`src/rtl/dpll_core_if.sv`:
```
// Signal bundle between the DPLL core and the logic that drives its reference and control inputs.
// The master side drives the reference and loop controls; the slave side is the core.
interface dpll_core_if #(
    parameter int N_W = 16,
    parameter int P_W = 20
);
    logic           enable;
    logic           fin;
    logic [2:0]     kmode;
    logic           pd_mode;
    logic [N_W-1:0] n_div;
    logic           fout;
    logic           se;
    logic           locked;
    logic [P_W-1:0] fin_period;

    modport master (
        output enable, fin, kmode, pd_mode, n_div,
        input  fout, se, locked, fin_period
    );

    modport slave (
        input  enable, fin, kmode, pd_mode, n_div,
        output fout, se, locked, fin_period
    );
endinterface

```
`src/rtl/dpll_core.sv`:
```
// Single-clock all-digital PLL: phase detector, K up/down counter, increment/decrement counter,
// divide-by-N feedback, fin period measurement and frequency lock detection.
module dpll_core #(
    parameter int N_W    = 16,
    parameter int P_W    = 20,
    parameter int LOCK_N = 8
) (
    input logic        clk,
    input logic        reset,
    dpll_core_if.slave bus
);
    localparam int K_W = 9;
    localparam int G_W = $clog2(LOCK_N + 1);
    localparam logic [P_W-1:0] P_MAX    = '1;
    localparam logic [G_W-1:0] GOOD_MAX = G_W'(LOCK_N);

    // Input conditioning and edge pulses
    logic fin_m, fin_s, fin_s_q, fin_re;
    logic fout_r, fout_q, fout_re;

    // Phase detector and K counter
    logic           se_r;
    logic [K_W-1:0] kcnt;
    logic [K_W-1:0] kmax;
    logic           carry, borrow;

    // ID counter
    logic t, inc_pend, dec_pend;
    logic both, ins, del, id_en;

    // Divider
    logic [N_W-1:0] dcnt;
    logic [N_W-1:0] n_eff;

    // Measurement and lock detection
    logic [P_W-1:0] pcnt;
    logic [P_W-1:0] fin_period_r;
    logic [1:0]     fcnt;
    logic           primed;
    logic [G_W-1:0] good;
    logic           locked_r;

    always_comb begin
        // NOTE: every always_comb output is assigned on every path so no latch is inferred.
        kmax  = K_W'((10'd4 << bus.kmode) - 10'd1);
        n_eff = (bus.n_div == '0) ? N_W'(1) : bus.n_div;
        both  = inc_pend & dec_pend;
        ins   = inc_pend & ~dec_pend & ~t;
        del   = dec_pend & ~inc_pend & t;
        id_en = (t & ~del) | ins;
    end

    always_ff @(posedge clk) begin
        // NOTE: sequential state uses non-blocking assignments so every flop samples pre-edge values.
        if (reset) begin
            fin_m   <= 1'b0;
            fin_s   <= 1'b0;
            fin_s_q <= 1'b0;
            fin_re  <= 1'b0;
            fout_q  <= 1'b0;
            fout_re <= 1'b0;
        end else begin
            fin_m   <= bus.fin;
            fin_s   <= fin_m;
            fin_s_q <= fin_s;
            fin_re  <= fin_s & ~fin_s_q;
            fout_q  <= fout_r;
            fout_re <= fout_r & ~fout_q;
        end
    end

    // JK mode holds se when both edges land in the same cycle
    always_ff @(posedge clk) begin
        if (reset) begin
            se_r <= 1'b0;
        end else if (!bus.pd_mode) begin
            se_r <= fin_s ^ fout_r;
        end else if (fin_re && !fout_re) begin
            se_r <= 1'b1;
        end else if (fout_re && !fin_re) begin
            se_r <= 1'b0;
        end
    end

    // An out-of-range count after a kmode change is cleared before any counting
    always_ff @(posedge clk) begin
        if (reset) begin
            kcnt   <= '0;
            carry  <= 1'b0;
            borrow <= 1'b0;
        end else begin
            carry  <= 1'b0;
            borrow <= 1'b0;
            if (kcnt > kmax) begin
                kcnt <= '0;
            end else if (bus.enable) begin
                if (!se_r) begin
                    if (kcnt == kmax) begin
                        kcnt  <= '0;
                        carry <= 1'b1;
                    end else begin
                        kcnt <= kcnt + K_W'(1);
                    end
                end else begin
                    if (kcnt == '0) begin
                        kcnt   <= kmax;
                        borrow <= 1'b1;
                    end else begin
                        kcnt <= kcnt - K_W'(1);
                    end
                end
            end
        end
    end

    always_ff @(posedge clk) begin
        if (reset) begin
            t        <= 1'b0;
            inc_pend <= 1'b0;
            dec_pend <= 1'b0;
        end else begin
            t        <= ~t;
            inc_pend <= carry  | (inc_pend & ~ins & ~both);
            dec_pend <= borrow | (dec_pend & ~del & ~both);
        end
    end

    // Comparing with >= lets a lowered n_div take effect on the very next id_en
    always_ff @(posedge clk) begin
        if (reset) begin
            dcnt   <= '0;
            fout_r <= 1'b0;
        end else if (id_en) begin
            if (dcnt >= n_eff - N_W'(1)) begin
                dcnt   <= '0;
                fout_r <= ~fout_r;
            end else begin
                dcnt <= dcnt + N_W'(1);
            end
        end
    end

    always_ff @(posedge clk) begin
        if (reset) begin
            pcnt         <= '0;
            fin_period_r <= '0;
        end else if (fin_re) begin
            pcnt         <= '0;
            fin_period_r <= (pcnt == P_MAX) ? P_MAX : pcnt + P_W'(1);
        end else if (pcnt != P_MAX) begin
            pcnt <= pcnt + P_W'(1);
        end
    end

    // The first reference edge only opens a window; it has nothing to be judged against
    always_ff @(posedge clk) begin
        if (reset) begin
            fcnt     <= '0;
            primed   <= 1'b0;
            good     <= '0;
            locked_r <= 1'b0;
        end else if (fin_re) begin
            fcnt   <= '0;
            primed <= 1'b1;
            if (primed) begin
                if (fcnt == 2'd1) begin
                    good <= (good == GOOD_MAX) ? good : good + G_W'(1);
                    if (good >= GOOD_MAX - G_W'(1)) begin
                        locked_r <= 1'b1;
                    end
                end else begin
                    good     <= '0;
                    locked_r <= 1'b0;
                end
            end
        end else if (fout_re && fcnt != 2'd3) begin
            fcnt <= fcnt + 2'd1;
        end
    end

    assign bus.fout       = fout_r;
    assign bus.se         = se_r;
    assign bus.locked     = locked_r;
    assign bus.fin_period = fin_period_r;
endmodule

```
`src/flat_wrapper.sv`:
```
// flat-port wrapper written by rule: the top's interface ports become plain ports
module dpll_core_flat 
#(
    parameter int N_W    = 16,
    parameter int P_W    = 20,
    parameter int LOCK_N = 8
)
  (clk, reset, bus_enable, bus_fin, bus_kmode, bus_pd_mode, bus_n_div, bus_fout, bus_se, bus_locked, bus_fin_period);
  dpll_core_if #(.N_W(N_W), .P_W(P_W)) bus_i ();
  input logic clk;
  input logic reset;
  input wire logic [$bits(bus_i.enable)-1:0] bus_enable;
  input wire logic [$bits(bus_i.fin)-1:0] bus_fin;
  input wire logic [$bits(bus_i.kmode)-1:0] bus_kmode;
  input wire logic [$bits(bus_i.pd_mode)-1:0] bus_pd_mode;
  input wire logic [$bits(bus_i.n_div)-1:0] bus_n_div;
  output wire logic [$bits(bus_i.fout)-1:0] bus_fout;
  output wire logic [$bits(bus_i.se)-1:0] bus_se;
  output wire logic [$bits(bus_i.locked)-1:0] bus_locked;
  output wire logic [$bits(bus_i.fin_period)-1:0] bus_fin_period;
  assign bus_i.enable = bus_enable;
  assign bus_i.fin = bus_fin;
  assign bus_i.kmode = bus_kmode;
  assign bus_i.pd_mode = bus_pd_mode;
  assign bus_i.n_div = bus_n_div;
  assign bus_fout = bus_i.fout;
  assign bus_se = bus_i.se;
  assign bus_locked = bus_i.locked;
  assign bus_fin_period = bus_i.fin_period;
  dpll_core #(.N_W(N_W), .P_W(P_W), .LOCK_N(LOCK_N)) u_core (.clk(clk), .reset(reset), .bus(bus_i));
endmodule
```
`config.mk`:
```
export PLATFORM = sky130hd
export DESIGN_NAME = dpll_core_flat
export DESIGN_NICKNAME = d
export VERILOG_FILES = /design/src/rtl/dpll_core_if.sv /design/src/rtl/dpll_core.sv /design/src/flat_wrapper.sv
export SDC_FILE = /design/constraint.sdc
export NUM_CORES = 1
export LEC_CHECK = 0
export ABC_AREA = 0
export CAP_MARGIN = 30
export CORE_MARGIN = 8
export CORE_UTILIZATION = 45
export CTS_CLUSTER_SIZE = 28
export DETAILED_ROUTE_END_ITERATION = 10
export GPL_TIMING_DRIVEN = 1
export PLACE_DENSITY = 0.69
export SLEW_MARGIN = 20
export SYNTH_ARGS = -nofsm -noshare
export SYNTH_HDL_FRONTEND = slang
export SYNTH_SLANG_ARGS = --single-unit
```
`constraint.sdc`:
```
create_clock -name clk -period 5 [get_ports clk]
set_input_delay 1.25 -clock clk [delete_from_list [all_inputs] [get_ports clk]]
set_output_delay 1.25 -clock clk [all_outputs]
set_load 0.05 [all_outputs]
```
==> impl.org, run 1 <==
** Logic synthesis
- Number of unique standard cell types used by synthesis :: 55
- Of the post-synthesis cell area, the dominant cell type holds 0.359.
- Leading register cell type out of synthesis :: sky130_fd_sc_hd__dfxtp_1
- Synthesis produced around 600 cells.
- For this run, asynchronously set or reset flops after synthesis account for 0.
- Main area contributors after synthesis :: sky130_fd_sc_hd__dfxtp_1 36%, sky130_fd_sc_hd__ha_1 8.6%, sky130_fd_sc_hd__nor2_1 6.6%, sky130_fd_sc_hd__xnor2_1 5.7%, sky130_fd_sc_hd__a211oi_1 3.8%
- Counting flops with a built-in enable in the synthesized netlist gives 0.
- Cell type contributing the most total cell area after synthesis :: sky130_fd_sc_hd__dfxtp_1
- The Yosys step of the flow raised 0 warnings.
- Post-Syn Area :: between 4000 and 5000 µm²
- Post-synthesis area per instance :: a little over 8 µm²
- Flops & latches, synth :: 86
- The number of nets in the synthesized netlist is 641.
- The share of the Yosys chip area taken by registers is 0.359.

** Placed design
- # placed instances :: approximately 750
- The HPWL after detailed placement is approximately 7.8 mm.
- Buffers placed on the I/O ports in this run total 46.
- Final weighted congestion in routability-driven placement :: 0.922

** Setup path
- In this run the worst path has a maximum fanout of 16.
- WS Path Type :: in -> reg
- Endpoint type of the worst setup path :: register
- At the worst endpoint, the required time is 5230 ps.
- Critical Path AT :: ~5000 ps
- Element type at the critical path start :: input pin

** Timing
- The hold violation total from the final report came to 0.
- RSZ-0062 raised after global routing :: no
- The tightest hold path in the finished design has a slack of approximately 390 ps.
- The worst pin sits at a relative slew slack of 0.428.
- Maximum clock frequency :: about 210 MHz
- Part of the cycle the worst path needs :: 0.932
- Setup violations remaining at the end of the flow were counted as 0.
- Slew Limit Fails :: 0
- Fin crit period :: 4660 ps
- For the pin with the worst max-slew slack, the measured transition is 859 ps.
- Fin Clk Skew :: between 10 and 15 ps

** Routing
- The count of nets left with antenna violations once routing finished came out at 0.
- Vias after detailed routing :: about 4,200
- Routed WL per cell :: roughly 14 µm
- Summed over all layers, the routed wires come to 10.7 mm.
- Number of optimization iterations in the first detailed-route pass :: 4
- Iteration-0 DRC Markers :: 246
- After detailed routing, the number of vias per cell comes to approximately 5.6.
- For this run, design rule violations remaining after detail routing come to 0.

** Clocking
- Clock tree from TritonCTS :: done
- Cts hold-fix bufs :: 0
- Clock buffers created by TritonCTS :: 9
- The root buffer cell chosen for the clock tree is sky130_fd_sc_hd__clkbuf_8.
- Number of buffers added for setup after CTS :: 0
- Clock tree synthesis found a total of between 80 and 90 sinks.
- Clock latency of the later-clocked register in the worst-skew pair :: ~360 ps
- Number of H-tree levels :: 3
- Clock transition time at the flip-flop clock pins of the worst setup and hold paths :: 90 ps
- Maximum clock insertion buffer count :: 2

** GRT
- Via count of the first global-routing pass :: 4,014
- Remaining Overflow, GRT :: 0
- In the global route stage, overall resource usage came out at 0.153.
- Antenna violations before repair :: 0
- Entering global routing, the biggest net connects 48 pins.
- First-pass GRT wire length :: around 18 mm

** Power and ir drop
- Cell-internal power :: roughly 1100 µW
- Summed over all nets, the switching power comes to slightly below 400 µW.
- Total power density per cell area :: 260 nW/µm²
- Part of the power in registers :: 0.490
- Part of the power in the clock network :: 0.384
- Peak supply drop :: approximately 170 µV
- Leakage power of the design :: slightly above 0.002 µW
- Of the total power, combinational logic draws 0.126.
- Of the total power, the share spent switching nets is 0.269.

** Layout
- Layout Nets :: roughly 680
- Total inserted antenna cells :: 0
- Leaving out fill and tap cells, the most frequent cell in the layout is sky130_fd_sc_hd__dfxtp_1.
- Most used cells in the layout excluding fill and tap cells :: 86 x sky130_fd_sc_hd__dfxtp_1, 84 x sky130_fd_sc_hd__nor2_1, 45 x sky130_fd_sc_hd__clkdlybuf4s50_1
- The area growth from synthesis to layout is 16.9%.
- Count of non-filler cells in the finished layout :: roughly 760
- Of the cells placed in the final design, the portion with a size suffix greater than 1 is 0.0702.

** Floorplan
- Full die area :: ~14,000 µm²
- In this run the core area contains 37 standard-cell rows.
- For this configuration, the core starts out at a cell density of 0.465.
- The die is 119 µm wide.
- 47 I/O pins were placed.
- In this run the vertical extent of the chip is between 100 and 150 µm.
- The core region is about 10,000 µm².

** Status
- Run status :: complete, no violations

** Job
- Total of max-cap violations :: 0

** Min path
- The worst hold path belongs to the class reg -> reg.
==> cells in the mapped netlist (all sizes together) (2+ instances only) <==
cell type	n
nand4	11
a31o	3
clkbuf	24
a211oi	24
xnor2	31
nand2b	6
inv	19
and4	3
or4	7
o21a	3
nor3	36
and3	6
dfxtp	86
ha	33
a211o	3
or2	5
nor2	84
o21bai	3
nor4	13
a311oi	2
or3	9
nor2b	8
nor3b	7
nand3	18
and2	2
xor2	18
o21ai	20
a31oi	6
buf	4
a21oi	32
nand2	35
o211ai	4
a21o	5
o211a	2
==> registers in the layout, summed over array words and instances, names as in the netlist, 2 cells and up <==
signal and count:
u_core.good 4, u_core.bus.fin_period 20, u_core.dcnt 16, u_core.fcnt 2, u_core.pcnt 20, u_core.kcnt 9
==> repair_timing <==
item	CTS	global route
hold endpoints to repair	0	0
setup endpoints to repair	0	10
gates resized for setup	0	1
==> cells by family (layout without fill, tap and decap cells) <==
group | count (synthesis) | count (layout) | share of synthesized area
buf+inv | 47 | 90 | 0.0391
xor+xnor | 49 | 49 | 0.0895
flops | 86 | 86 | 0.359
compound gates | 113 | 113 | 0.155
fa+ha+maj | 34 | 34 | 0.0882
simple gates | 253 | 253 | 0.265
mux | 2 | 2 | 0.00443
==> power by group through the flow <==
stage               Combinational, µW  Sequential [µW]  Clock, µW
CTS                               184              714        571
global placement                  179              730          0
global route                      204              717        599
detailed placement                183              730          0
finish                            184              715        560
floorplan                         109              742          0
==> routing by layer <==
metal	GRT usage	routed length (µm)	part of all wire
met5	0	0	0
met4	0.0538	138	0.013
met3	0.0392	421	0.039
met2	0.265	5280	0.49
met1	0.179	4900	0.46
==> path summary, 6_finish.rpt <==
check | start | to | depth (start not counted) | slack, ps
max | bus_n_div[5] | u_core.dcnt[10] | 16 | 340
min reg2reg | u_core.fin_s_q | u_core.fin_re | 1 | 390
min | u_core.fin_s_q | u_core.fin_re | 1 | 390
max reg2reg | u_core.pcnt[0] | u_core.bus.fin_period[10] | 7 | 2700
==> per-stage QoR <==
stage          utilization  power (µW)  setup TNS (ps)  area [µm²]  setup slack (ps)
2_1_floorplan            -         851               0        4800               344
3_3_place_gp         0.520         909               0        5370               164
3_5_place_dp         0.520         913           -1250        5370             -85.4
4_1_cts              0.542        1470               0        5590               285
5_1_grt              0.543        1520               0        5610              22.9
6_report             0.543        1460               0        5610               339
==> final cells by class <==
class	count	area, µm²
Fill cell	949	4720
Multi-Input combinational cell	451	2890
Tap cell	136	170
Clock buffer	9	124
Timing Repair Buffer	55	523
Sequential cell	86	1720
Inverter	19	71.3
Clock inverter	7	103
==> worst max-delay path, cell delays in order <==
cell and delay [ps]:
sky130_fd_sc_hd__clkdlybuf4s50_1 410, sky130_fd_sc_hd__or4_1 560, sky130_fd_sc_hd__nor4_2 240, sky130_fd_sc_hd__a31oi_1 180
sky130_fd_sc_hd__ha_1 250, sky130_fd_sc_hd__nor3b_1 160, sky130_fd_sc_hd__nand2_1 90, sky130_fd_sc_hd__nor4_1 60
sky130_fd_sc_hd__xnor2_1 130, sky130_fd_sc_hd__ha_1 320, sky130_fd_sc_hd__nand4_1 150, sky130_fd_sc_hd__nor3_1 320
sky130_fd_sc_hd__o2111ai_1 180, sky130_fd_sc_hd__a31oi_1 260, sky130_fd_sc_hd__buf_4 260, sky130_fd_sc_hd__a211oi_1 70
No activity file was read; power rests on OpenSTA's default activity.
==> inputs of run 2 (changes only) <==
Settings changed: CORE_MARGIN 8 to unset, GPL_TIMING_DRIVEN 1 to 0.
==> impl.org, run 2 (synthesis results as in run 1) <==
** Status
- Run status :: complete, no violations

** Job
- Total of max-cap violations :: 0

** Routing
- The pre-antenna-repair detailed-routing pass consisted of 4 iterations.
- Post-detailed-route count of antenna-violating nets :: 0
- Length of routed met3 wiring :: around 490 µm
- The first routing iteration left 167 violations.
- Routed wl met2 :: approximately 5.4 mm
- For this block, wires on met1 add up to between 5 and 6 mm.
- Routed WL per cell :: about 14 µm
- After detailed routing, the number of remaining DRC violations is 0.
- Vias after detailed routing :: around 4,300
- After detailed routing, no signal wire sits above met4.
- For this block, the routed nets add up to between 10 and 15 mm of wire.
- In the routed layout, each cell is associated on average with a via count of 5.55.

** Setup path
- Critical-path top delay cell :: sky130_fd_sc_hd__or4_4
- Worst path cell trace :: clkdlybuf4s50_1 > or4_4 > nor4_4 > a31oi_1 > ha_1 > nor3b_2 > nand2_1 > nor4_1 > xnor2_1 > ha_1 > nand4_1 > nor3_2 > o2111ai_1 > a31oi_4 > mux2_2
- Element type at the critical path start :: input pin
- Critical Path AT :: roughly 5000 ps
- STA classifies the critical path endpoint as a register.
- The critical path is of the in -> reg type.
- At the worst endpoint, the required time is around 5300 ps.
- Along the worst path, the maximum fanout reaches 6.
- Most frequent cell on the critical path :: sky130_fd_sc_hd__ha_1
- Peak per-stage delay on the critical path :: between 500 and 600 ps

** Clocking
- Maximum clock insertion buffer count :: 2
- CTS saw 86 sinks.
- The later pin in the worst-skew pair is clocked with a latency of between 300 and 400 ps.
- Clock transition time at the flip-flop clock pins of the worst setup and hold paths :: around 90 ps
- Number of H-tree levels :: 3
- Cts hold-fix bufs :: 0
- TritonCTS built the clock tree.
- The tree is rooted in a sky130_fd_sc_hd__clkbuf_8.
- The number of clock buffers added by TritonCTS is 9.

** Placed design
- The count of buffers added on input and output ports is 44.
- Final weighted congestion in routability-driven placement :: roughly 0.9
- Detailed placer's ending HPWL :: between 8 and 9 mm
- The placed instances occupy a cell area of 5410 µm².

** Layout
- Of the cells placed in the final design, the portion with a size suffix greater than 1 is 0.0697.
- Final Util :: 0.550
- Area overhead of the layout relative to synthesis :: 18.5%
- Most used cells in the layout excluding fill and tap cells :: 86 x sky130_fd_sc_hd__dfxtp_1, 84 x sky130_fd_sc_hd__nor2_1, 44 x sky130_fd_sc_hd__clkdlybuf4s50_1
- Leaving out fill and tap cells, the most frequent cell in the layout is sky130_fd_sc_hd__dfxtp_1.
- Layout Nets :: 698
- 0 antenna diodes ended up in the layout.
- The finished cells cover ~5700 µm².

** Power and ir drop
- Of the total power, the clock network draws 0.369.
- The share of total power dissipated in combinational logic is 0.135.
- Leakage power of the design :: 0.00204 µW
- Total power :: between 1000 and 1500 µW
- Of the total power, the share spent switching nets is 0.281.
- The analysis attributes to net switching a power of roughly 400 µW.
- Part of the power in registers :: 0.496
- Total power density per cell area :: between 200 and 300 nW/µm²
- Cell-internal power :: around 1000 µW
- Peak supply drop :: 172 µV

** Floorplan
- Full die area :: 11,100 µm²
- Effective utilization at floorplan :: 0.465
- From bottom edge to top edge, the die measures around 110 µm.
- Standard cell core area :: ~10,000 µm²
- 47 I/O pins were placed.
- Number of core rows :: 37
- Die Width :: about 110 µm

** Timing
- Setup repair after global routing left no endpoint under its margin.
- Max transition margin :: 0.402
- The smallest clock period supported by the final layout is computed as around 4800 ps.
- Derived from the worst setup path, the maximum achievable clock frequency is 210 MHz.
- The total count of max-transition violations in the final report is 0.
- Part of the cycle the worst path needs :: 0.953
- Fin Clk Skew :: about 19 ps
- Hold Fails Final Rpt :: 0
- Worst Max-Slew Pin Slew :: 895 ps
- On the final layout, the worst hold slack is approximately 390 ps.
- Summed over all failing endpoints, the final setup total negative slack is 0 ps.
- Final count of negative-setup-slack endpoints :: 0

** GRT
- Entering global routing, the biggest net connects 17 pins.
- Antenna violations before repair :: 0
- First-pass GRT wire length :: between 15 and 20 mm
- Via count of the first global-routing pass :: 4,241
- Across every metal layer, demand over resource in global routing totals 0.212.
- Summed over all layers, the global routing overflow is 0.

** Min path
- Path category of the worst min-delay check :: reg -> reg
==> run 2: cell count changes in the layout (fill, tap and decap cells not counted), sizes merged <==
cell	delta
bufinv	-1
clkinvlp	+1
clkinv	-1
clkbuf	+24
clkdlybuf4s50	-1
buf	-3
==> run 2: final cells by class <==
class	count	area (µm²)
plain buffers	28	120
repair buffers	46	455
clock buffers	10	138
inverters	19	71.3
flip-flops and latches	86	1720
well taps	136	170
multi-input cells	451	2930
fillers	959	4640
clock inverters	6	75.1
==> run 2: critical path, delay by kind of cell <==
kind	cells	cell delay, ps
and+or+nand+nor	7	1510
buffers and inverters	1	480
xor gates and xnor gates	1	130
adders and majority gates	2	550
muxes	1	380
AOI/OAI and AO/OA	3	700
==> run 2: final timing paths <==
check | endpoint | startpoint | depth (start not counted) | slack, ps
worst min register to register | u_core.fin_re | u_core.fin_s_q | 1 | 390
worst min-delay path | u_core.fin_re | u_core.fin_s_q | 1 | 390
worst max-delay path | u_core.bus.fout | bus_n_div[4] | 15 | 230
worst max register to register | u_core.bus.fin_period[9] | u_core.pcnt[0] | 7 | 2430
==> run 2: power by group through the flow <==
stage	Combinational, µW	Clock [µW]	Sequential, µW
2_1_floorplan	109	0	742
3_3_place_gp	186	0	726
3_5_place_dp	190	0	726
4_1_cts	192	538	711
5_1_grt	215	571	712
6_report	193	528	711
==> run 2: what timing repair did <==
action,4_1_cts,5_1_grt
pin swaps,0,1
gates resized for setup,5,6
buffers inserted,0,2
setup endpoints to repair,17,11
hold endpoints to repair,0,0
cloned,0,0
==> run 2: per-stage QoR <==
| stage | setup slack, ps | instances |
|---|---|---|
| floorplan | 344 | 584 |
| global placement | -876 | 764 |
| detailed placement | -952 | 764 |
| CTS | 62.4 | 780 |
| global route | 34.4 | 782 |
| finish | 234 | 782 |
==> run 2: layer usage <==
metal,GRT usage,up-vias
met3,0.0402,19
met2,0.369,92
met1,0.261,2034
li1,-,2196
met4,0.0755,0
met5,0,-
==> inputs of run 3 (changes only) <==
Settings changed: PLACE_DENSITY 0.69 to 0.61.
==> impl.org, run 3 (synthesis results as in run 1) <==
** Clocking
- Maximum clock insertion buffer count :: 2
- TritonCTS built the clock tree.
- The root buffer cell chosen for the clock tree is sky130_fd_sc_hd__clkbuf_8.
- For the worst-skew pair, the clock arrives at the later sink with an insertion delay of 360 ps.
- The tree built by TritonCTS fans out to 86 sinks.
- Clock-pin slew was measured on the worst setup and hold paths at roughly 80 ps.
- Clock buffers created by TritonCTS :: 9
- Number of H-tree levels :: 3
- Cts hold-fix bufs :: 0

** Routing
- Number of design rule violations left after detail routing :: 0
- Iteration-0 DRC Markers :: 150
- The routed layout has between 4,000 and 5,000 vias.
- Post-detailed-route count of antenna-violating nets :: 0
- The first detailed-routing pass ran for 5 iterations.
- Average via count per standard cell :: roughly 5.4
- In the final routed layout, each cell accounts on average for 14.2 µm.
- The routed design has between 10 and 15 mm of wire.

** GRT
- Overall routing resource usage :: 0.209
- Entering global routing, the biggest net connects 16 pins.
- Antenna violations before repair :: 0
- Via count of the first global-routing pass :: between 3,000 and 4,000
- Remaining Overflow, GRT :: 0
- First-pass GRT wire length :: roughly 19 mm

** Power and ir drop
- Leakage power of the design :: 0.00208 µW
- The completed layout was analyzed and its total power is roughly 1400 µW.
- Peak supply drop :: about 160 µV
- Total power density per cell area :: approximately 240 nW/µm²

** Layout
- Most common library cell in the layout ignoring fill and taps :: sky130_fd_sc_hd__dfxtp_1
- Total inserted antenna cells :: 0
- Once layout is done, the placed cells without fillers occupy 5730 µm².
- Layout Nets :: approximately 700
- Relative to the synthesized area, the layout overhead comes to 19.4%.
- Of the cells placed in the final design, the portion with a size suffix greater than 1 is 0.0770.
- In the layout the commonest cells are 86 x sky130_fd_sc_hd__dfxtp_1, 84 x sky130_fd_sc_hd__nor2_1, 42 x sky130_fd_sc_hd__clkdlybuf4s50_1.

** Setup path
- Cells on worst reg2reg path :: 7
- Data on the critical path is required at its endpoint by 5250 ps.
- WS Path Type :: in -> reg
- In this run the critical register-to-register path is launched from u_core.pcnt[0].
- Worst setup path startpoint :: bus_n_div[7]
- Endpoint type of the worst setup path :: register
- The worst setup path is launched from an input pin.
- Reg-to-reg endpoint :: u_core.bus.fin_period[8]
- Flop2flop setup slack :: approximately 2500 ps
- STA puts the critical path data arrival time at between 5000 and 6000 ps.
- Highest net fanout along the worst path :: 5
- The critical path ends at u_core.bus.fout.

** Timing
- PnR worst setup slack :: 179 ps
- The worst path needs approximately 4800 ps of the cycle, external delays included.
- Part of the cycle the worst path needs :: 0.964
- Worst Max-Slew Pin Slew :: just over 900 ps
- Setup violations remaining at the end of the flow were counted as 0.
- Worst hold margin :: ~380 ps
- Setup repair after global routing left no endpoint under its margin.
- Max transition margin :: 0.392
- Maximum clock frequency :: between 200 and 250 MHz
- Slew Limit Fails :: 0
- Hold Fails Final Rpt :: 0
- Total negative slack :: 0 ps
- On the final layout, the worst clock skew is 14.5 ps.

** Floorplan
- The die is between 100 and 150 µm wide.
- The die covers 11,100 µm².
- After floorplanning, the core was sized to cover 10,300 µm².
- The initial utilization of the core area, before any placement, comes to 0.465.
- IO Pins :: 47
- Die extent in y :: 105 µm
- Number of core rows :: 37

** Job
- The tool flagged a number of max-cap violations equal to 0.

** Placed design
- Before CTS, the worst setup slack after placement is -998 ps.
- Detailed placer's ending HPWL :: between 8 and 9 mm
- Number of I/O port buffers :: 44
- Instance area after placement :: 5410 µm²
- Final weighted congestion in routability-driven placement :: 0.854

** Status
- The flow ran to the end, and the final reports show no timing, DRC or antenna violations.

** Min path
- In this run the worst hold path is classified as reg -> reg.
## run 3: worst min path at each step
stage,cells past startpoint,to,startpoint
floorplan,1,u_core.fin_re,u_core.fin_s_q
global placement,1,u_core.fout_re,u_core.fout_q
detailed placement,1,u_core.fout_re,u_core.fout_q
CTS,1,u_core.fout_re,u_core.fout_q
global route,1,u_core.fin_re,u_core.fin_s_q
finish,1,u_core.fout_re,u_core.fout_q
## run 3: critical path, cell delays in order
cell and delay [ps]:
sky130_fd_sc_hd__clkdlybuf4s50_1 470, sky130_fd_sc_hd__or4_4 530, sky130_fd_sc_hd__nor4_4 330, sky130_fd_sc_hd__a31oi_2 150, sky130_fd_sc_hd__ha_1 230, sky130_fd_sc_hd__nor3b_4 180
sky130_fd_sc_hd__nand2_1 110, sky130_fd_sc_hd__nor4_1 60, sky130_fd_sc_hd__xnor2_1 130, sky130_fd_sc_hd__ha_1 300, sky130_fd_sc_hd__nand4_1 150, sky130_fd_sc_hd__nor3_2 210
sky130_fd_sc_hd__buf_4 150, sky130_fd_sc_hd__a22oi_1 80, sky130_fd_sc_hd__a31oi_4 270, sky130_fd_sc_hd__buf_12 150, sky130_fd_sc_hd__mux2_2 310
## run 3: cell type report
class | instances | area (µm²)
well taps | 136 | 170
multi-input cells | 451 | 2950
clock inverters | 6 | 71.3
plain buffers | 28 | 118
fillers | 1001 | 4590
clock buffers | 9 | 124
flip-flops and latches | 86 | 1720
inverters | 19 | 71.3
repair buffers | 50 | 503
## run 3: metrics by stage
step | utilization | std cells
2_1_floorplan | - | 584
3_3_place_gp | 0.524 | 764
3_5_place_dp | 0.524 | 764
4_1_cts | 0.545 | 779
5_1_grt | 0.555 | 785
6_report | 0.555 | 785
## run 3: where the power goes
group | internal (µW) | switching, µW
logic | 79.7 | 116
clock network | 234 | 264
registers | 698 | 11.4
total | 1010 | 391
## run 3: metal layers
metal	wire [µm]	GRT usage
met3	390	0.0470
met1	5380	0.275
met2	5280	0.347
met4	112	0.0513
met5	0	0
## run 3: what timing repair did
item                       in CTS  in global routing
pin swaps                       0                  5
setup endpoints to repair      17                 16
buffers inserted                0                  6
gates resized for setup         5                  8
